`config.mk`:
```
export PLATFORM = sky130hd
export DESIGN_NAME = sram_like_arbiter
export DESIGN_NICKNAME = d
export VERILOG_FILES = /design/src/rtl/sram_like_arbiter.sv
export SDC_FILE = /design/constraint.sdc
export NUM_CORES = 1
export LEC_CHECK = 0
export ABC_AREA = 1
export CAP_MARGIN = 20
export CORE_AREA = 3 3 118 120
export DETAILED_ROUTE_END_ITERATION = 6
export DIE_AREA = 0 0 121 123
export PLACE_DENSITY_LB_ADDON = 0.15
export SLEW_MARGIN = 20
export SYNTH_ARGS = -nofsm -noshare
export SYNTH_HDL_FRONTEND = slang
export SYNTH_SLANG_ARGS = --single-unit
```
`constraint.sdc`:
```
create_clock -name clk -period 1.3 [get_ports clk]
set_input_delay 0.26 -clock clk [delete_from_list [all_inputs] [get_ports clk]]
set_output_delay 0.26 -clock clk [all_outputs]
set_load 0.1 [all_outputs]
```
`src/rtl/sram_like_arbiter.sv`:
```
// Two-master (ifetch, data) to one-slave sram-like bus arbiter.
// Data wins by default; a saturating starvation counter forces a fetch grant after STARVE_LIMIT.
module sram_like_arbiter #(
  parameter int unsigned STARVE_LIMIT = 4
) (
  input  logic        clk,
  input  logic        rst,
  input  logic        inst_req,
  input  logic        inst_wr,
  input  logic [1:0]  inst_size,
  input  logic [31:0] inst_addr,
  input  logic [31:0] inst_wdata,
  input  logic        inst_uncached,
  output logic [31:0] inst_rdata,
  output logic        inst_addr_ok,
  output logic        inst_data_ok,
  input  logic        data_req,
  input  logic        data_wr,
  input  logic [1:0]  data_size,
  input  logic [31:0] data_addr,
  input  logic [31:0] data_wdata,
  input  logic        data_uncached,
  output logic [31:0] data_rdata,
  output logic        data_addr_ok,
  output logic        data_data_ok,
  output logic        mem_req,
  output logic        mem_wr,
  output logic [1:0]  mem_size,
  output logic [31:0] mem_addr,
  output logic [31:0] mem_wdata,
  output logic        mem_uncached,
  input  logic [31:0] mem_rdata,
  input  logic        mem_addr_ok,
  input  logic        mem_data_ok
);

  typedef enum logic [1:0] {
    StIdle = 2'd0,
    StLock = 2'd1,
    StWait = 2'd2
  } state_e;

  state_e      r_state;
  logic        r_sel;
  logic        r_owner;
  logic [3:0]  r_starve_cnt;

  logic w_starved;
  logic w_grant;
  logic w_grant_req;
  logic w_accept;
  logic w_data_ok;

  always_comb begin
    w_starved = 32'(r_starve_cnt) >= STARVE_LIMIT;
    w_grant   = 1'b0;
    unique case (r_state)
      StIdle:  w_grant = data_req & ~(inst_req & w_starved);
      StLock:  w_grant = r_sel;
      default: w_grant = r_owner;
    endcase
    w_grant_req = w_grant ? data_req : inst_req;

    mem_req      = ~rst & (r_state != StWait) & w_grant_req;
    mem_wr       = w_grant ? data_wr       : inst_wr;
    mem_size     = w_grant ? data_size     : inst_size;
    mem_addr     = w_grant ? data_addr     : inst_addr;
    mem_wdata    = w_grant ? data_wdata    : inst_wdata;
    mem_uncached = w_grant ? data_uncached : inst_uncached;

    w_accept     = mem_req & mem_addr_ok;
    inst_addr_ok = w_accept & ~w_grant;
    data_addr_ok = w_accept & w_grant;

    // Stray mem_data_ok outside WAIT (or during reset) never reaches a master.
    w_data_ok    = ~rst & (r_state == StWait) & mem_data_ok;
    inst_data_ok = w_data_ok & ~r_owner;
    data_data_ok = w_data_ok & r_owner;
    inst_rdata   = mem_rdata;
    data_rdata   = mem_rdata;
  end

  always_ff @(posedge clk) begin
    if (rst) begin
      r_state      <= StIdle;
      r_sel        <= 1'b0;
      r_owner      <= 1'b0;
      r_starve_cnt <= 4'd0;
    end else begin
      unique case (r_state)
        StIdle: begin
          if (mem_req) begin
            if (mem_addr_ok) begin
              r_owner <= w_grant;
              r_state <= StWait;
            end else begin
              r_sel   <= w_grant;
              r_state <= StLock;
            end
          end
        end
        StLock: begin
          // A withdrawn request abandons the lock without issuing anything.
          if (!w_grant_req) begin
            r_state <= StIdle;
          end else if (mem_addr_ok) begin
            r_owner <= r_sel;
            r_state <= StWait;
          end
        end
        StWait: begin
          if (mem_data_ok) r_state <= StIdle;
        end
        default: r_state <= StIdle;
      endcase

      if (w_accept) begin
        if (w_grant) begin
          if (inst_req && r_starve_cnt != 4'hF) r_starve_cnt <= r_starve_cnt + 4'd1;
        end else begin
          r_starve_cnt <= 4'd0;
        end
      end
    end
  end

endmodule
```
==> results of run 1 <==
cells by family after synthesis:
group           synth area share [%]
xor+xnor                       0.457
buf+inv                         33.0
compound gates                  3.53
flops                           8.35
simple gates                    54.0
fa+ha+maj                      0.653
cell usage after synthesis, drive strengths merged:
cell,n,share of area (%)
a31oi,1,0.33
nor3,1,0.26
nand4,1,1.1
nand2,224,45
nand3,11,3.5
a21oi,7,1.8
o21ai,2,0.52
nor2,17,3.9
dfxtp,8,8.4
xor2,1,0.46
o21a,1,0.39
ha,1,0.65
inv,17,3.3
buf,79,30
o2111ai,1,0.46
per-layer routing:
metal  up-vias  global-route usage, %
li1       1463                      -
met3        25                   3.16
met5         -                      0
met2       132                   28.1
met1      1472                   15.6
met4         0                   3.82
how the worst max path moves through the flow:
stage | from | end | slack (ns) | depth (start not counted)
global route | r_state[0] | mem_wdata[20] | -0.90 | 13
detailed placement | inst_req | mem_addr[28] | -1.06 | 9
finish | r_state[1] | inst_addr_ok | -0.85 | 11
global placement | inst_req | mem_wr | -1.02 | 9
CTS | r_state[1] | mem_addr[5] | -0.82 | 13
floorplan | r_state[1] | data_addr_ok | -0.52 | 11
report_power, final:
part	switching [uW]	internal [uW]
Combinational	6490	4220
Sequential	19.2	265
Clock	131	398
through the flow:
| step | cells | setup WS [ns] |
|---|---|---|
| 3_3_place_gp | 710 | -1.02 |
| 5_1_grt | 745 | -0.895 |
| 3_5_place_dp | 710 | -1.06 |
| 6_report | 745 | -0.846 |
| 4_1_cts | 742 | -0.821 |
| 2_1_floorplan | 372 | -0.520 |
layout make-up:
cell class / instances / area [um^2]
multi-input combinational: 268 / 3490
inverter: 17 / 90.1
sequential: 8 / 168
tap: 176 / 220
clock buffer: 3 / 75.1
fill: 1039 / 5350
timing repair buffer: 273 / 3690
timing repair:
| item | in CTS | in global routing |
|---|---|---|
| pin swaps | 22 | 50 |
| gates resized for setup | 199 | 92 |
| setup buffers | 23 | 5 |
| hold buffers | 0 | 0 |
| endpoints found under the setup margin | 81 | 81 |
| gates cloned | 9 | 2 |
registers in the layout, summed over array words and instances (netlist names):
signal	flops
r_sel	1
r_starve_cnt	4
r_owner	1
r_state	2
==> results_dict.tcl, run 1 <==
set metrics [dict create \
    status "finished, violations left" \
    violations "setup timing" \
    min_from "mem_rdata[4]" \
    regToRegSetupSlack_ns -0.48 \
    wl_met2_mm 6.67 \
    max_slew_margin_pct 81.2 \
    hold_path_end "data_rdata[4]" \
    nets 746 \
    max_stage_delay_ns 0.35 \
    synth.distinct_cells 23 \
    critPathBufInv 5 \
    total_power_uw 11500 \
    drive_gt1_share_pct 61.3 \
    clock_skew_ns 0.000553 \
    clkSinkCount 8 \
    place.gp.congestion 0.750 \
    crit_chain "buf_12 -> a21oi_4 -> nand2_4 -> buf_4 -> buf_4 -> nand3_2 -> nand3_4 -> nor2_4 -> inv_2 -> nor2_4 -> buf_12" \
    crit_type "reg2out" \
    clock_path_buffers 2 \
    timing.rr.end "r_owner" \
    period_share_pct 165 \
    antenna-diode-count 0 \
    fp.dieH_um 123 \
    maxCapViolations 0 \
    powerDensity_nw_per_um2 1490 \
    final_antenna_net_count 0 \
    fmax_mhz 466 \
    top_layer_used "met4" \
    hold_path_class "in2out" \
    routed_via_density 4.15 \
    htree_levels 1 \
    core_um2 13100 \
    synth_cells 372 \
    hpwlAfterDp_mm 7.93 \
    worstReg2RegStart "r_state[1]" \
    cts_buffers 3 \
    wl_per_cell_um 16.0 \
    layout_common_cells "clkdlybuf4s50_1 (139), nand2_8 (122), buf_12 (86), nand2_1 (43), nand2_2 (32)" \
    setup_viol 81 \
    initial_core_util_pct 14.6 \
    fin_util_pct 59.1 \
    worst_slew_pin_slew_ns 0.281 \
    rsz0062_at_grt "yes" \
    clkTransAtPathRegs_ns 0.04 \
    clock_latency_ns 0.24 \
    syn_area_um2 1920 \
    track_usage_pct 14.4 \
    synth_seq_cells 8 \
    ios 311 \
    whs_path_depth 0 \
    drc 0 \
    cts_tree "built" \
    synth_area_per_cell_um2 5.15 \
    grt_pass1_vias 3147 \
    synthToLayoutAreaGrowth_pct 304 \
    met3_length_um 978 \
    drv_slew 0 \
    die_width_um 121 \
    min_period_ns 2.15 \
    path_max_fanout 4 \
    overflow 0 \
    worstPathRequired_ns 1.04 \
    drt_first_pass_iters 4 \
    whs_ns 0.520 \
    grt_max_degree 22 \
    dieArea_um2 14900 \
    drt-total-wl_mm 11.9 \
    wirelength_met1_mm 4.09 \
    dpl_cell_area_um2 5860 \
    irDropWorstVdd_v 0.000936 \
    fin_area_um2 7740 \
    io_buffers 214 \
    start_kind "flop" \
    yosysWarnings 0 \
    cp_data_arrival_time_ns 1.89 \
    grt_pass1_wl_mm 16.8 \
    synthesis.nets 547 \
    setup_tns_ns -59.94 \
    cts-root-buf "clkbuf_16" \
    final_common_cell "clkdlybuf4s50_1" \
    antenna_found_initial 0 \
    fin_ws_ns -0.846 \
    drt_iter0_drc 48 \
    leakage_uw 0.00301 \
    crit_path_top_delay_cell "dfxtp_4" \
    rr_worst_depth 13 \
    routed-via-count 3092 \
    hold_viol 0 \
    fp-row-count 42 \
    critical-path-top-delay-family "buffers and inverters" \
    end_kind "output port" \
    yosysSeqAreaShare_pct 8.36 \
]
Power figures use the tool's default switching activity.
==> inputs of run 2 (changes only) <==
--- a/config.mk
+++ b/config.mk
@@ -7,9 +7,10 @@
 export LEC_CHECK = 0
 export ABC_AREA = 1
 export CAP_MARGIN = 20
-export CORE_AREA = 3 3 118 120
+export CORE_AREA = 3 3 119 121
+export CTS_BUF_LIST = sky130_fd_sc_hd__clkbuf_2
 export DETAILED_ROUTE_END_ITERATION = 6
-export DIE_AREA = 0 0 121 123
+export DIE_AREA = 0 0 122 124
 export PLACE_DENSITY_LB_ADDON = 0.15
 export SLEW_MARGIN = 20
 export SYNTH_ARGS = -nofsm -noshare
==> results_dict.tcl, run 2 (synthesized netlist as in run 1, its figures left out) <==
set metrics [dict create \
    rsz0062_at_grt "yes" \
    antenna_found_initial 0 \
    final_common_cell "clkdlybuf4s50_1" \
    antenna-diode-count 0 \
    clkTransAtPathRegs_ns 0.07 \
    htree_levels 1 \
    cts_tree "built" \
    drive_gt1_share_pct 62.4 \
    crit_type "reg2out" \
    whs_ns 0.520 \
    seqPwrFrac_pct 2.6 \
    hold_viol 0 \
    maxCapViolations 0 \
    place.gp.congestion 0.792 \
    worstPathRequired_ns 1.04 \
    wl_per_cell_um 15.8 \
    fin_ws_ns -0.739 \
    irDropWorstVdd_v 0.000723 \
    critical-path-top-delay-family "buffers and inverters" \
    leakage_uw 0.00298 \
    drt_iter0_drc 66 \
    dpl_cell_area_um2 5880 \
    layout_common_cells "clkdlybuf4s50_1 (139), buf_12 (84), nand2_8 (82), nand2_2 (72), nand2_4 (40)" \
    end_kind "output port" \
    hold_path_class "in2out" \
    die_width_um 122 \
    worst_slew_pin_slew_ns 0.249 \
    p_sw_uw 6240 \
    start_kind "flop" \
    clock_latency_ns 0.22 \
    fp.dieH_um 124 \
    hpwlAfterDp_mm 8.59 \
    min_period_ns 2.04 \
    routed_via_density 4.03 \
    fin_area_um2 7180 \
    ios 311 \
    initial_core_util_pct 14.5 \
    grt_pass1_wl_mm 16.0 \
    period_share_pct 157 \
    clkSinkCount 8 \
    nets 746 \
    routed-via-count 3004 \
    reg_top3 "r_starve_cnt x4, r_state x2" \
    status "finished, violations left" \
    drv_slew 0 \
    cp_data_arrival_time_ns 1.78 \
    critPathBufInv 5 \
    powerDensity_nw_per_um2 1480 \
    io_buffers 214 \
    postCtsHoldBufs 0 \
    swShare_pct 58.9 \
    overflow 0 \
    crit_path_top_delay_cell "dfxtp_4" \
    setup_viol 81 \
    dieArea_um2 15100 \
    regMostFlops "r_starve_cnt" \
    cts_buffers 3 \
    core_um2 13200 \
    max_slew_margin_pct 83.3 \
    intPower_uw 4360 \
    clock_skew_ns 0.000211 \
    fmax_mhz 490 \
    comb_power_share_pct 96.1 \
    clock_path_buffers 2 \
    p_clk_share_pct 1.3 \
    drc 0 \
    path_max_fanout 8 \
    largest_reg_flops 4 \
    drt-total-wl_mm 11.8 \
    cts-root-buf "clkbuf_2" \
    violations "setup timing" \
    drt_first_pass_iters 4 \
    final_antenna_net_count 0 \
    fp-row-count 42 \
    grt_max_degree 22 \
    max_stage_delay_ns 0.35 \
    grt_pass1_vias 2995 \
    track_usage_pct 13.3 \
    crit_chain "buf_4 -> a21oi_4 -> nand2_4 -> nand2_8 -> buf_12 -> buf_16 -> buf_12 -> nand2_8 -> nand2_8 -> buf_12" \
    synthToLayoutAreaGrowth_pct 274 \
]
[run 2: through the flow]
step	util [%]	setup WS, ns	power, uW	setup TNS [ns]	instances
3_5_place_dp	44.6	-0.892	8940	-65.63	712
6_report	54.4	-0.739	10600	-53.02	745
4_1_cts	49.3	-0.795	9890	-56.21	731
5_1_grt	54.4	-0.868	11000	-63.23	745
2_1_floorplan	-	-0.520	6860	-21.53	372
3_3_place_gp	44.6	-0.871	8890	-63.90	712
[run 2: worst paths after layout]
kind	start	slack [ns]	end	depth (start not counted)
min	mem_rdata[12]	0.52	data_rdata[12]	0
max reg2reg	r_state[0]	-0.51	r_owner	16
min reg2reg	r_sel	0.53	r_sel	1
max	r_state[0]	-0.74	mem_wdata[15]	10
[run 2: power by group through the flow]
stage | combinational, uW | clock [uW] | sequential, uW
6_report | 10200 | 141 | 276
5_1_grt | 10500 | 169 | 278
4_1_cts | 9460 | 151 | 275
3_5_place_dp | 8660 | 0 | 283
3_3_place_gp | 8610 | 0 | 283
2_1_floorplan | 6580 | 0 | 285
[run 2: timing repair]
action | CTS | global route
buffers inserted | 12 | 8
resized for setup | 117 | 103
gates cloned | 5 | 9
pin swaps | 10 | 14
setup endpoints to repair | 81 | 81
[run 2: final cells by class]
type                            instances  area, um^2
Clock buffer                            3        15.0
Sequential cell                         8         168
Fill cell                            1162        6010
Inverter                               17        73.8
Multi-Input combinational cell        268        3010
Tap cell                              176         220
Timing Repair Buffer                  273        3700
[run 2: routing by layer]
metal / vias up / part of all wire (%) / wire length [um] / GRT usage, %
met2: 140 / 54 / 6400 / 25.0
met4: 0 / 2.3 / 270 / 3.50
met1: 1372 / 34 / 3980 / 14.4
li1: 1460 / - / - / -
met5: - / 0 / 0 / 0
met3: 32 / 9.4 / 1110 / 4.04
